### src/rtl/hpu_common_instruction_pkg.sv
// Instruction-format constants shared across the HPU blocks.
package hpu_common_instruction_pkg;
  localparam int PE_INST_W = 32;
endpackage

### src/rtl/instruction_scheduler_pkg.sv
// Types, sizes and pointer arithmetic for the scheduler-to-PE issue path.
package instruction_scheduler_pkg;
  localparam int PE_ID_W         = 4;
  localparam int PE_MAX_INFLIGHT = 16;
  localparam int PE_INFLIGHT_W   = $clog2(PE_MAX_INFLIGHT) + 1;
  localparam int PE_PTR_MAX_W    = 16;

  typedef logic [PE_ID_W-1:0] pe_issue_id_t;

  // Modulo difference of two wrap-bit pointers that are w bits wide.
  function automatic logic [PE_PTR_MAX_W-1:0] ptr_diff(input logic [PE_PTR_MAX_W-1:0] a,
                                                       input logic [PE_PTR_MAX_W-1:0] b,
                                                       input int unsigned w);
    logic [PE_PTR_MAX_W-1:0] mask;
    mask = (PE_PTR_MAX_W'(1) << w) - PE_PTR_MAX_W'(1);
    return (a - b) & mask;
  endfunction
endpackage

### src/rtl/pe_issue_id_ring.sv
// ID ring: one write port at issue, read ports at the rd/wr completion pointers.
module pe_issue_id_ring
  import instruction_scheduler_pkg::*;
#(
  parameter  int ID_W  = PE_ID_W,
  parameter  int DEPTH = PE_MAX_INFLIGHT,
  localparam int PW    = $clog2(DEPTH) + 1
) (
  input  logic            clk,
  input  logic            s_rst,
  input  logic            iss_en,
  input  logic [ID_W-1:0] iss_id,
  input  logic            rd_adv,
  input  logic            wr_adv,
  output logic [ID_W-1:0] rd_id,
  output logic [ID_W-1:0] wr_id,
  output logic [PW-1:0]   n_rd,
  output logic [PW-1:0]   n_wr,
  output logic [PW-1:0]   n_tot
);
  localparam int IW = PW - 1;

  logic [ID_W-1:0] mem_q [DEPTH];
  logic [ID_W-1:0] mem_d [DEPTH];
  logic [PW-1:0]   iss_ptr_q, iss_ptr_d;
  logic [PW-1:0]   rd_ptr_q, rd_ptr_d;
  logic [PW-1:0]   wr_ptr_q, wr_ptr_d;

  always_comb begin
    mem_d     = mem_q;
    iss_ptr_d = iss_ptr_q;
    rd_ptr_d  = rd_ptr_q;
    wr_ptr_d  = wr_ptr_q;
    if (iss_en) begin
      mem_d[iss_ptr_q[IW-1:0]] = iss_id;
      iss_ptr_d                = iss_ptr_q + PW'(1);
    end
    if (rd_adv) rd_ptr_d = rd_ptr_q + PW'(1);
    if (wr_adv) wr_ptr_d = wr_ptr_q + PW'(1);
  end

  always_ff @(posedge clk) begin
    if (s_rst) begin
      iss_ptr_q <= '0;
      rd_ptr_q  <= '0;
      wr_ptr_q  <= '0;
    end else begin
      iss_ptr_q <= iss_ptr_d;
      rd_ptr_q  <= rd_ptr_d;
      wr_ptr_q  <= wr_ptr_d;
    end
  end

  // Entries are only read between their write and retirement, so no reset.
  always_ff @(posedge clk) mem_q <= mem_d;

  assign rd_id = mem_q[rd_ptr_q[IW-1:0]];
  assign wr_id = mem_q[wr_ptr_q[IW-1:0]];
  assign n_rd  = PW'(ptr_diff(PE_PTR_MAX_W'(iss_ptr_q), PE_PTR_MAX_W'(rd_ptr_q), PW));
  assign n_wr  = PW'(ptr_diff(PE_PTR_MAX_W'(rd_ptr_q), PE_PTR_MAX_W'(wr_ptr_q), PW));
  assign n_tot = PW'(ptr_diff(PE_PTR_MAX_W'(iss_ptr_q), PE_PTR_MAX_W'(wr_ptr_q), PW));
endmodule

### src/rtl/pe_issue_tracker.sv
// Issues tagged instructions to the PE through one output register and tracks
// each through its rd/wr completion acks, reporting completed IDs back.
module pe_issue_tracker
  import hpu_common_instruction_pkg::*;
  import instruction_scheduler_pkg::*;
#(
  parameter  int INSN_W       = PE_INST_W,
  parameter  int ID_W         = $bits(pe_issue_id_t),
  parameter  int MAX_INFLIGHT = PE_MAX_INFLIGHT,
  localparam int CW           = $clog2(MAX_INFLIGHT) + 1
) (
  input  logic              clk,
  input  logic              s_rst,
  input  logic [INSN_W-1:0] in_insn,
  input  logic [ID_W-1:0]   in_id,
  input  logic              in_vld,
  output logic              in_rdy,
  output logic [INSN_W-1:0] pe_insn,
  output logic              pe_vld,
  input  logic              pe_rdy,
  input  logic              pe_rd_ack,
  input  logic              pe_wr_ack,
  output logic              rd_done_vld,
  output logic [ID_W-1:0]   rd_done_id,
  output logic              wr_done_vld,
  output logic [ID_W-1:0]   wr_done_id,
  output logic [CW-1:0]     inflight_cnt,
  output logic              idle,
  output logic              err_ack
);
  logic              pe_vld_q, pe_vld_d;
  logic [INSN_W-1:0] pe_insn_q, pe_insn_d;
  logic [ID_W-1:0]   stg_id_q, stg_id_d;
  logic              rd_done_vld_q, rd_done_vld_d;
  logic [ID_W-1:0]   rd_done_id_q, rd_done_id_d;
  logic              wr_done_vld_q, wr_done_vld_d;
  logic [ID_W-1:0]   wr_done_id_q, wr_done_id_d;
  logic              err_q, err_d;

  logic [ID_W-1:0] ring_rd_id, ring_wr_id;
  logic [CW-1:0]   n_rd, n_wr, n_tot;
  logic            hs, load, rd_ok, wr_ok;

  assign hs           = pe_vld_q && pe_rdy;
  assign inflight_cnt = n_tot + CW'(pe_vld_q);
  assign in_rdy       = (!pe_vld_q || pe_rdy) && (inflight_cnt < CW'(MAX_INFLIGHT));
  assign load         = in_vld && in_rdy;
  // Counts are start-of-cycle, so same-cycle handover or rd->wr moves stay illegal.
  assign rd_ok        = pe_rd_ack && (n_rd != '0);
  assign wr_ok        = pe_wr_ack && (n_wr != '0);

  pe_issue_id_ring #(.ID_W(ID_W), .DEPTH(MAX_INFLIGHT)) u_ring (
    .clk    (clk),
    .s_rst  (s_rst),
    .iss_en (hs),
    .iss_id (stg_id_q),
    .rd_adv (rd_ok),
    .wr_adv (wr_ok),
    .rd_id  (ring_rd_id),
    .wr_id  (ring_wr_id),
    .n_rd   (n_rd),
    .n_wr   (n_wr),
    .n_tot  (n_tot)
  );

  always_comb begin
    pe_vld_d      = pe_vld_q;
    pe_insn_d     = pe_insn_q;
    stg_id_d      = stg_id_q;
    rd_done_vld_d = rd_ok;
    rd_done_id_d  = rd_ok ? ring_rd_id : rd_done_id_q;
    wr_done_vld_d = wr_ok;
    wr_done_id_d  = wr_ok ? ring_wr_id : wr_done_id_q;
    err_d         = err_q || (pe_rd_ack && !rd_ok) || (pe_wr_ack && !wr_ok);
    if (load) begin
      pe_vld_d  = 1'b1;
      pe_insn_d = in_insn;
      stg_id_d  = in_id;
    end else if (hs) begin
      pe_vld_d  = 1'b0;
    end
  end

  always_ff @(posedge clk) begin
    if (s_rst) begin
      pe_vld_q      <= 1'b0;
      pe_insn_q     <= '0;
      stg_id_q      <= '0;
      rd_done_vld_q <= 1'b0;
      rd_done_id_q  <= '0;
      wr_done_vld_q <= 1'b0;
      wr_done_id_q  <= '0;
      err_q         <= 1'b0;
    end else begin
      pe_vld_q      <= pe_vld_d;
      pe_insn_q     <= pe_insn_d;
      stg_id_q      <= stg_id_d;
      rd_done_vld_q <= rd_done_vld_d;
      rd_done_id_q  <= rd_done_id_d;
      wr_done_vld_q <= wr_done_vld_d;
      wr_done_id_q  <= wr_done_id_d;
      err_q         <= err_d;
    end
  end

  assign pe_vld      = pe_vld_q;
  assign pe_insn     = pe_insn_q;
  assign rd_done_vld = rd_done_vld_q;
  assign rd_done_id  = rd_done_id_q;
  assign wr_done_vld = wr_done_vld_q;
  assign wr_done_id  = wr_done_id_q;
  assign idle        = (inflight_cnt == '0);
  assign err_ack     = err_q;
endmodule
### config.mk
export PLATFORM = sky130hd
export DESIGN_NAME = pe_issue_tracker
export DESIGN_NICKNAME = d
export VERILOG_FILES = /design/src/rtl/hpu_common_instruction_pkg.sv /design/src/rtl/instruction_scheduler_pkg.sv /design/src/rtl/pe_issue_id_ring.sv /design/src/rtl/pe_issue_tracker.sv
export SDC_FILE = /design/constraint.sdc
export NUM_CORES = 1
export LEC_CHECK = 0
export ABC_CLOCK_PERIOD_IN_PS = 7600
export CORE_UTILIZATION = 50
export DETAILED_ROUTE_END_ITERATION = 16
export PLACE_DENSITY = 0.75
export SYNTH_ARGS = -nofsm -noshare
export SYNTH_HDL_FRONTEND = slang
export SYNTH_SLANG_ARGS = --single-unit
export TNS_END_PERCENT = 30
### constraint.sdc
create_clock -name clk -period 7.6 [get_ports clk]
set_clock_uncertainty 0.15 [all_clocks]
set_input_delay 1.52 -clock clk [delete_from_list [all_inputs] [get_ports clk]]
set_output_delay 1.52 -clock clk [all_outputs]
set_load 0.05 [all_outputs]
==> results.ini <==
[worst_setup_path]
critical_path_peak_fanout=25
rr_endpoint=pe_insn[18]
critical_path_class=flip-flop to output port
critPathRequiredTime_ns=5.93
critPathCaptureType=output port
cp.arrival_ns=4.04
start_kind=flip-flop
reg2regPathDepth=8
rr_startpoint=u_ring.wr_ptr_q[2]
rrSetupSlack_ns=3.85

[cts]
cts_resized=0
cts_sinks=127
numCtsBuffers=17
clockBufferDepth=2
cts_tree=built
cts.clk_slew.worst_paths_ns=0.06
htreeDepth=4
clkLatencyLatePin_ns=0.42
cts_root_buffer=clkbuf_16
cts_setup_buffers=0
hold_buffers=0

[synth]
ys_ff_latch=127
yosysWarnings=0
synthDistinctLibCells=41
ys_async_sr_fraction=0
synthMostInstantiatedCell=nand2b_1
yosysSeqAreaShare=0.508
synth_top_cell_area_share=0.307
syn_inst=501
synth.area.top_cells=edfxtp_1 31%, dfxtp_1 20%, mux4_2 8.6%, nand2b_1 7.7%, mux2i_1 7.5%
avgSynthCellArea_um2=12.5
synth_common_cells=77 x nand2b_1, 64 x edfxtp_1, 63 x dfxtp_1
synth_edf_count=64
syn_area_mm2=0.00626
yosys.area.top_type=edfxtp_1
synthesis.nets=566
synth_flop_cell=edfxtp_1

[placed_design]
dp_hpwl_um=9330
place_ws_ns=2.29
gp_congestion=0.810
io_buffers=92

[timing]
worst_hold_slack_ns=0.323
hold_viol_final=0
rsz0062_at_grt=false
slew_headroom=0.203
slew_violations=0
period_needed_ns=5.71
fin_ws_ns=1.89
fin_crit_sh=0.751
max_clock_freq_ghz=0.175
tns_ns=0
setup_viol=0
tightest_slew_ns=1.19

[die]
rows=40
core_mm2=0.0121
die-area_mm2=0.0130
ioPinCount=93
die_w_um=114
die_y_um=114
start_util=0.517

[power]
p_clk_frac=0.317
power.share.sequential=0.338
p_per_area_mw_per_mm2=332
power_frac_comb=0.345
power_w=0.00261
p_sw_w=0.000934
p_int_w=0.00167
swShare=0.358
p_leak_nw=2.73
ir_drop_mv=0.199

[finish]
fill_cells=951
area_growth_pct=25.3
nets=647
diodes=0
drive_gt1_frac=0.134
finalCoreUtilization=0.648

[min_path]
min_path_cells=2
min_to=pe_insn[25]
holdCritStartpoint=pe_insn[25]
min_path_type=flip-flop to flip-flop

[detailed_routing]
dr.pass1.iters=4
route.vias.total=4118
antenna_left=0
routed_via_density=5.40
drt_wl_total_um=13200
remaining_drc_errors=0
wire_per_inst_um=17.3
drtIter0Drc=216

[global_routing]
grt_max_degree=81
grt_pass1_wl_um=21600
grt_pass1_vias=4308
grt.total_usage=0.223
overflow=0
antenna_found_initial=0

[run]
cap_violations=0

[run_status]
outcome=completed

[worst max-delay path: stages, from the launching register on]
cell and delay [ns]:
dfxtp_1 1.05, inv_1 0.25, ha_1 0.36, ha_1 0.34, a21o_1 0.20, a21oi_2 0.24, xnor2_4 0.16, nor3_1 0.18
clkdlybuf4s50_1 0.83
[per-stage QoR]
step                instance area [um^2]  std cells
finish                              7850        763
global route                        7850        763
CTS                                 7850        763
detailed placement                  7240        731
global placement                    7240        731
floorplan                           6260        501
[layer usage]
metal,routed length [um],vias to the layer above,global-route usage
li1,-,1980,-
met1,5580,1988,0.253
met2,6510,127,0.377
met3,900,23,0.0813
met4,240,0,0.0970
met5,0,-,0
[power groups by stage]
stage | Sequential [W] | Clock (W) | Combinational [W]
final | 0.000880 | 0.000827 | 0.000900
after global routing | 0.000893 | 0.000870 | 0.000957
after CTS | 0.000882 | 0.000842 | 0.000908
after detailed placement | 0.000894 | 0 | 0.000905
after global placement | 0.000889 | 0 | 0.000890
after floorplan | 0.00104 | 0 | 0.000512
[registers in the layout, indices dropped and copies added (netlist names)]
name	count
err_ack	1
u_ring.wr_ptr_q	5
rd_done_id	4
u_ring.rd_ptr_q	5
pe_vld	1
u_ring.mem_q	64
stg_id_q	4
rd_done_vld	1
pe_insn	32
wr_done_vld	1
u_ring.iss_ptr_q	5
wr_done_id	4
[cell families (layout without fill, tap and decap cells)]
group / Yosys count / after routing / synth area share
compound gates: 54 / 54 / 0.0653
buf+inv: 43 / 137 / 0.0332
fa+ha+maj: 23 / 23 / 0.0471
flops: 127 / 127 / 0.508
simple gates: 153 / 153 / 0.134
xor+xnor: 19 / 19 / 0.0308
mux: 82 / 82 / 0.181
[placed cells by master, fill, tap and decap left out, types with 3 or more instances in the layout]
master / count
nand2b_1: 77
edfxtp_1: 64
bufinv_16: 3
xnor2_1: 13
ha_1: 22
a311oi_2: 6
a21oi_1: 5
dfxtp_1: 63
o21ai_0: 17
nor3_1: 5
a22oi_1: 8
inv_6: 5
clkinv_4: 4
mux2i_1: 47
a31oi_1: 4
nor2b_1: 8
nand4_1: 4
clkdlybuf4s50_1: 91
nand2_1: 8
mux2_2: 11
a311oi_1: 3
nor2_1: 42
inv_1: 11
mux4_2: 24
clkbuf_16: 17
xor2_1: 4
[area by class of cell]
cell class | count | area (um^2) | area share
Sequential cell | 127 | 3180 | 0.406
Clock buffer | 17 | 425 | 0.0542
Tap cell | 168 | 210 | 0.0268
Clock inverter | 15 | 184 | 0.0234
Timing Repair Buffer | 94 | 931 | 0.119
Multi-Input combinational cell | 331 | 2870 | 0.366
Inverter | 11 | 41.3 | 0.00526
[worst max path at each step]
stage | start | endpoint | slack [ns]
floorplan | u_ring.wr_ptr_q[1] | idle | 2.47
global placement | u_ring.wr_ptr_q[1] | idle | 2.35
detailed placement | u_ring.wr_ptr_q[1] | idle | 2.29
CTS | u_ring.wr_ptr_q[1] | idle | 1.83
global route | u_ring.wr_ptr_q[1] | idle | 1.61
finish | u_ring.wr_ptr_q[2] | idle | 1.89
Note: power is estimated with default switching activity, not from simulation.
==> RTL edit 1 (same flow settings) <==
Make the reset (`s_rst`) asynchronous in 2 clocked blocks.
--- a/src/rtl/pe_issue_id_ring.sv
+++ b/src/rtl/pe_issue_id_ring.sv
@@ -39,7 +39,7 @@
     if (wr_adv) wr_ptr_d = wr_ptr_q + PW'(1);
   end
 
-  always_ff @(posedge clk) begin
+  always_ff @(posedge clk or posedge s_rst) begin
     if (s_rst) begin
       iss_ptr_q <= '0;
       rd_ptr_q  <= '0;
--- a/src/rtl/pe_issue_tracker.sv
+++ b/src/rtl/pe_issue_tracker.sv
@@ -81,7 +81,7 @@
     end
   end
 
-  always_ff @(posedge clk) begin
+  always_ff @(posedge clk or posedge s_rst) begin
     if (s_rst) begin
       pe_vld_q      <= 1'b0;
       pe_insn_q     <= '0;
Behaviour: differs if s_rst is asserted again (counterexample within 4 cycles, from zero or initial values and one cycle with s_rst high); with s_rst held inactive, the same outputs for 4 cycles.
==> RTL edit 1 against the original RTL <==
  * Sequential cell count stayed put
  * First-iteration DRC count is 18% higher
  * Setup slack better by 0.27 ns
  * Final area is 0.61% lower
  * Critical path type unchanged
  * Utilization is 0.14 points higher
  * Area after synthesis is 1.5% lower
  * Via count is 11% lower
  * Routed wire length is 0.41% higher
Power is left out: the tool's default activity adds up to more than one toggle a clock period on the data nets, which glitch-free logic cannot reach.
==> RTL edit 1: results <==
metrics = {
    "run_status": {
        "outcome": "completed",
    },
    "sta": {
        "max_freq_ghz": 0.1840,
        "whs_ns": 0.3335,
        "slew_headroom_pct": 31.25,
    },
    "global_route": {
        "grt_usage_pct": 22.62,
        "grt_pass1_vias": 3922,
        "grt_max_degree": 64,
    },
    "finish": {
        "num-nonclk-inverters": 17,
        "clock_buffers": 21,
        "num-fill-cells": 837,
        "signal_buffers": 97,
        "nNetsFinal": 554,
        "final-seq-area_sq_mm": 0.003498,
        "multi_input_area_share_pct": 31.77,
        "drive_gt1_share_pct": 23.11,
        "buffer_area_share_pct": 12.29,
        "layout.cells.non_filler": 649,
        "clock_tree_area_fraction_pct": 7.923,
        "sh_seq_area_pct": 44.84,
        "multi_input_gates": 229,
    },
    "worst_setup_path": {
        "crit_slowest_cell": "clkdlybuf4s50_1",
        "r2r_cells": 10,
        "reg2reg_slack_ns": 4.02,
        "slowest_delay_ns": 0.84,
        "r2r-end": "pe_insn[6]",
        "cp_data_arrival_time_ns": 3.76,
        "crit_start": "u_ring.wr_ptr_q[0]",
        "crit_fanout": 15,
    },
    "detailed_routing": {
        "via_per_inst": 5.667,
        "drtIter0Drc": 254,
        "wl_um": 13280,
    },
    "synth": {
        "synth_common_cells": "64 x edfxtp_1, 63 x dfrtp_1, 30 x mux2_4, 24 x mux2i_1, 24 x mux4_2",
        "ys_warn_count": 0,
        "syn_nets": 460,
        "async_reset_ff_share_pct": 49.61,
        "netlist_area_sq_mm": 0.006173,
        "synthCells": 395,
        "ys_seq_area_share_pct": 56.67,
        "netlist_top_cells_area": "edfxtp_1 31%, dfrtp_1 26%, mux4_2 8.8%, mux2_4 7.3%, ha_1 4.5%",
    },
    "place": {
        "post-place-ws_ns": 2.634,
        "dp_hpwl_um": 9169,
        "gp_congestion": 0.8691,
        "dpl.cell_count": 617,
        "dpl-instance-area_sq_mm": 0.007183,
    },
    "cts": {
        "cts_buffers": 17,
        "root_buffer": "clkbuf_16",
        "clock_latency_ns": 0.42,
    },
    "min_path": {
        "hp-start": "err_ack",
        "whs_endpoint": "err_ack",
    },
}
-- RTL edit 1: changes by cell type in the layout (fill, tap and decap cells not counted), sizes merged, moves of 9 or more --
cell	unedited run	this run
o21ai	17	2
nor2	43	21
mux2	11	46
dfrtp	0	63
dfxtp	63	0
a311oi	9	0
nand2b	77	4
mux2i	47	24
-- RTL edit 1: metal layers --
layer | GRT usage, % | vias up | wire (um) | share of wire, %
met2 | 36.36 | 114 | 6768 | 51
met4 | 9.912 | 0 | 285 | 2.1
met1 | 28.89 | 1876 | 5624 | 42
met3 | 6.267 | 23 | 597 | 4.5
met5 | 0 | - | 0 | 0
li1 | - | 1665 | - | -
-- RTL edit 1: kinds of logic (layout without fill, tap and decap cells) --
group,after synthesis,after routing,share of synthesized area [%]
mux,94,94,22.86
fa+ha+maj,23,23,4.783
buf+inv,39,146,3.182
simple gates,64,64,5.351
xor+xnor,23,23,3.831
compound gates,25,25,3.324
flops,127,127,56.67
==> RTL edit 2 (same flow settings) <==
Made on the original files. Change the package constant `PE_MAX_INFLIGHT` from 16 to 32.
--- a/src/rtl/instruction_scheduler_pkg.sv
+++ b/src/rtl/instruction_scheduler_pkg.sv
@@ -1,7 +1,7 @@
 // Types, sizes and pointer arithmetic for the scheduler-to-PE issue path.
 package instruction_scheduler_pkg;
   localparam int PE_ID_W         = 4;
-  localparam int PE_MAX_INFLIGHT = 16;
+  localparam int PE_MAX_INFLIGHT = 32;
   localparam int PE_INFLIGHT_W   = $clog2(PE_MAX_INFLIGHT) + 1;
   localparam int PE_PTR_MAX_W    = 16;
 
Interface: changed (resized inflight_cnt); port bits go from 93 to 94. The function was not compared with the original's and may differ.
==> RTL edit 2 against the original RTL <==
  * Setup slack got worse by 0.032 ns
  * Power rose by 18%
  * Critical path type unchanged
  * Critical path depth rose by 1
  * Sequential cell count rose by 67
  * Maximum frequency fell by 0.55%
  * Final area rose by 39%
  * Area after synthesis rose by 48%
  * Synthesized cell count rose by 41%
  * Register-to-register slack got worse by 0.17 ns
  * Non-clock buffer count rose by 6
  * Routed wire length rose by 84%
  * Die area rose by 47%
==> RTL edit 2: results <==
metrics = {
    "sta": {
        "tightest_slew_ns": 1.271,
    },
    "finish": {
        "drive_gt1_share_pct": 11.26,
        "num-nonclk-inverters": 16,
        "multi_input_gates": 457,
        "fin_area_sq_mm": 0.01091,
        "seq_cell_count": 194,
        "signal_buffers": 100,
        "multiInputGateArea_sq_mm": 0.003841,
        "sh_seq_area_pct": 47.39,
    },
    "run_status": {
        "outcome": "completed",
    },
    "detailed_routing": {
        "via_per_inst": 6.250,
        "met3_length_um": 1861,
        "met1_length_um": 10520,
    },
    "worst_setup_path": {
        "r2r-end": "pe_insn[12]",
        "cp_data_arrival_time_ns": 4.07,
        "crit_start": "u_ring.wr_ptr_q[3]",
    },
    "min_path": {
        "hp-start": "wr_done_id[2]",
        "whs_endpoint": "wr_done_id[2]",
    },
    "synth": {
        "netlist_area_sq_mm": 0.009246,
        "netlist_top_cells_area": "edfxtp_1 42%, dfxtp_1 14%, mux2i_1 11%, mux4_2 10%, nor2_1 4.1%",
        "ys_seq_area_share_pct": 55.86,
        "syn_avg_cell_area_sq_um": 13.12,
    },
    "global_route": {
        "grt_max_degree": 67,
        "grt.met3_usage_pct": 5.848,
        "grt_first_pass_wirelength_um": 36320,
    },
    "cts": {
        "clock_latency_ns": 0.45,
    },
    "power": {
        "max-vdd-ir-drop_uv": 470.6,
    },
}
-- RTL edit 2: cell families (layout without fill, tap and decap cells) --
kind of cell | after synthesis | in the layout | share of synthesized area [%]
DFF | 194 | 194 | 55.86
and+or+nand+nor | 192 | 192 | 9.553
muxes | 140 | 140 | 20.73
AOI/OAI and AO/OA | 80 | 80 | 5.684
buffers and inverters | 54 | 148 | 2.733
adders and majority gates | 27 | 27 | 3.735
xor gates and xnor gates | 18 | 18 | 1.705
-- RTL edit 2: where the power goes --
part / total (W) / internal (W) / leakage, nW / switching (W)
clock: 0.000872 / 0.000479 / 0.282 / 0.000393
sequential: 0.00126 / 0.00120 / 1.72 / 0.0000581
combinational: 0.000933 / 0.000365 / 1.68 / 0.000569
total: 0.00306 / 0.00204 / 3.68 / 0.00102
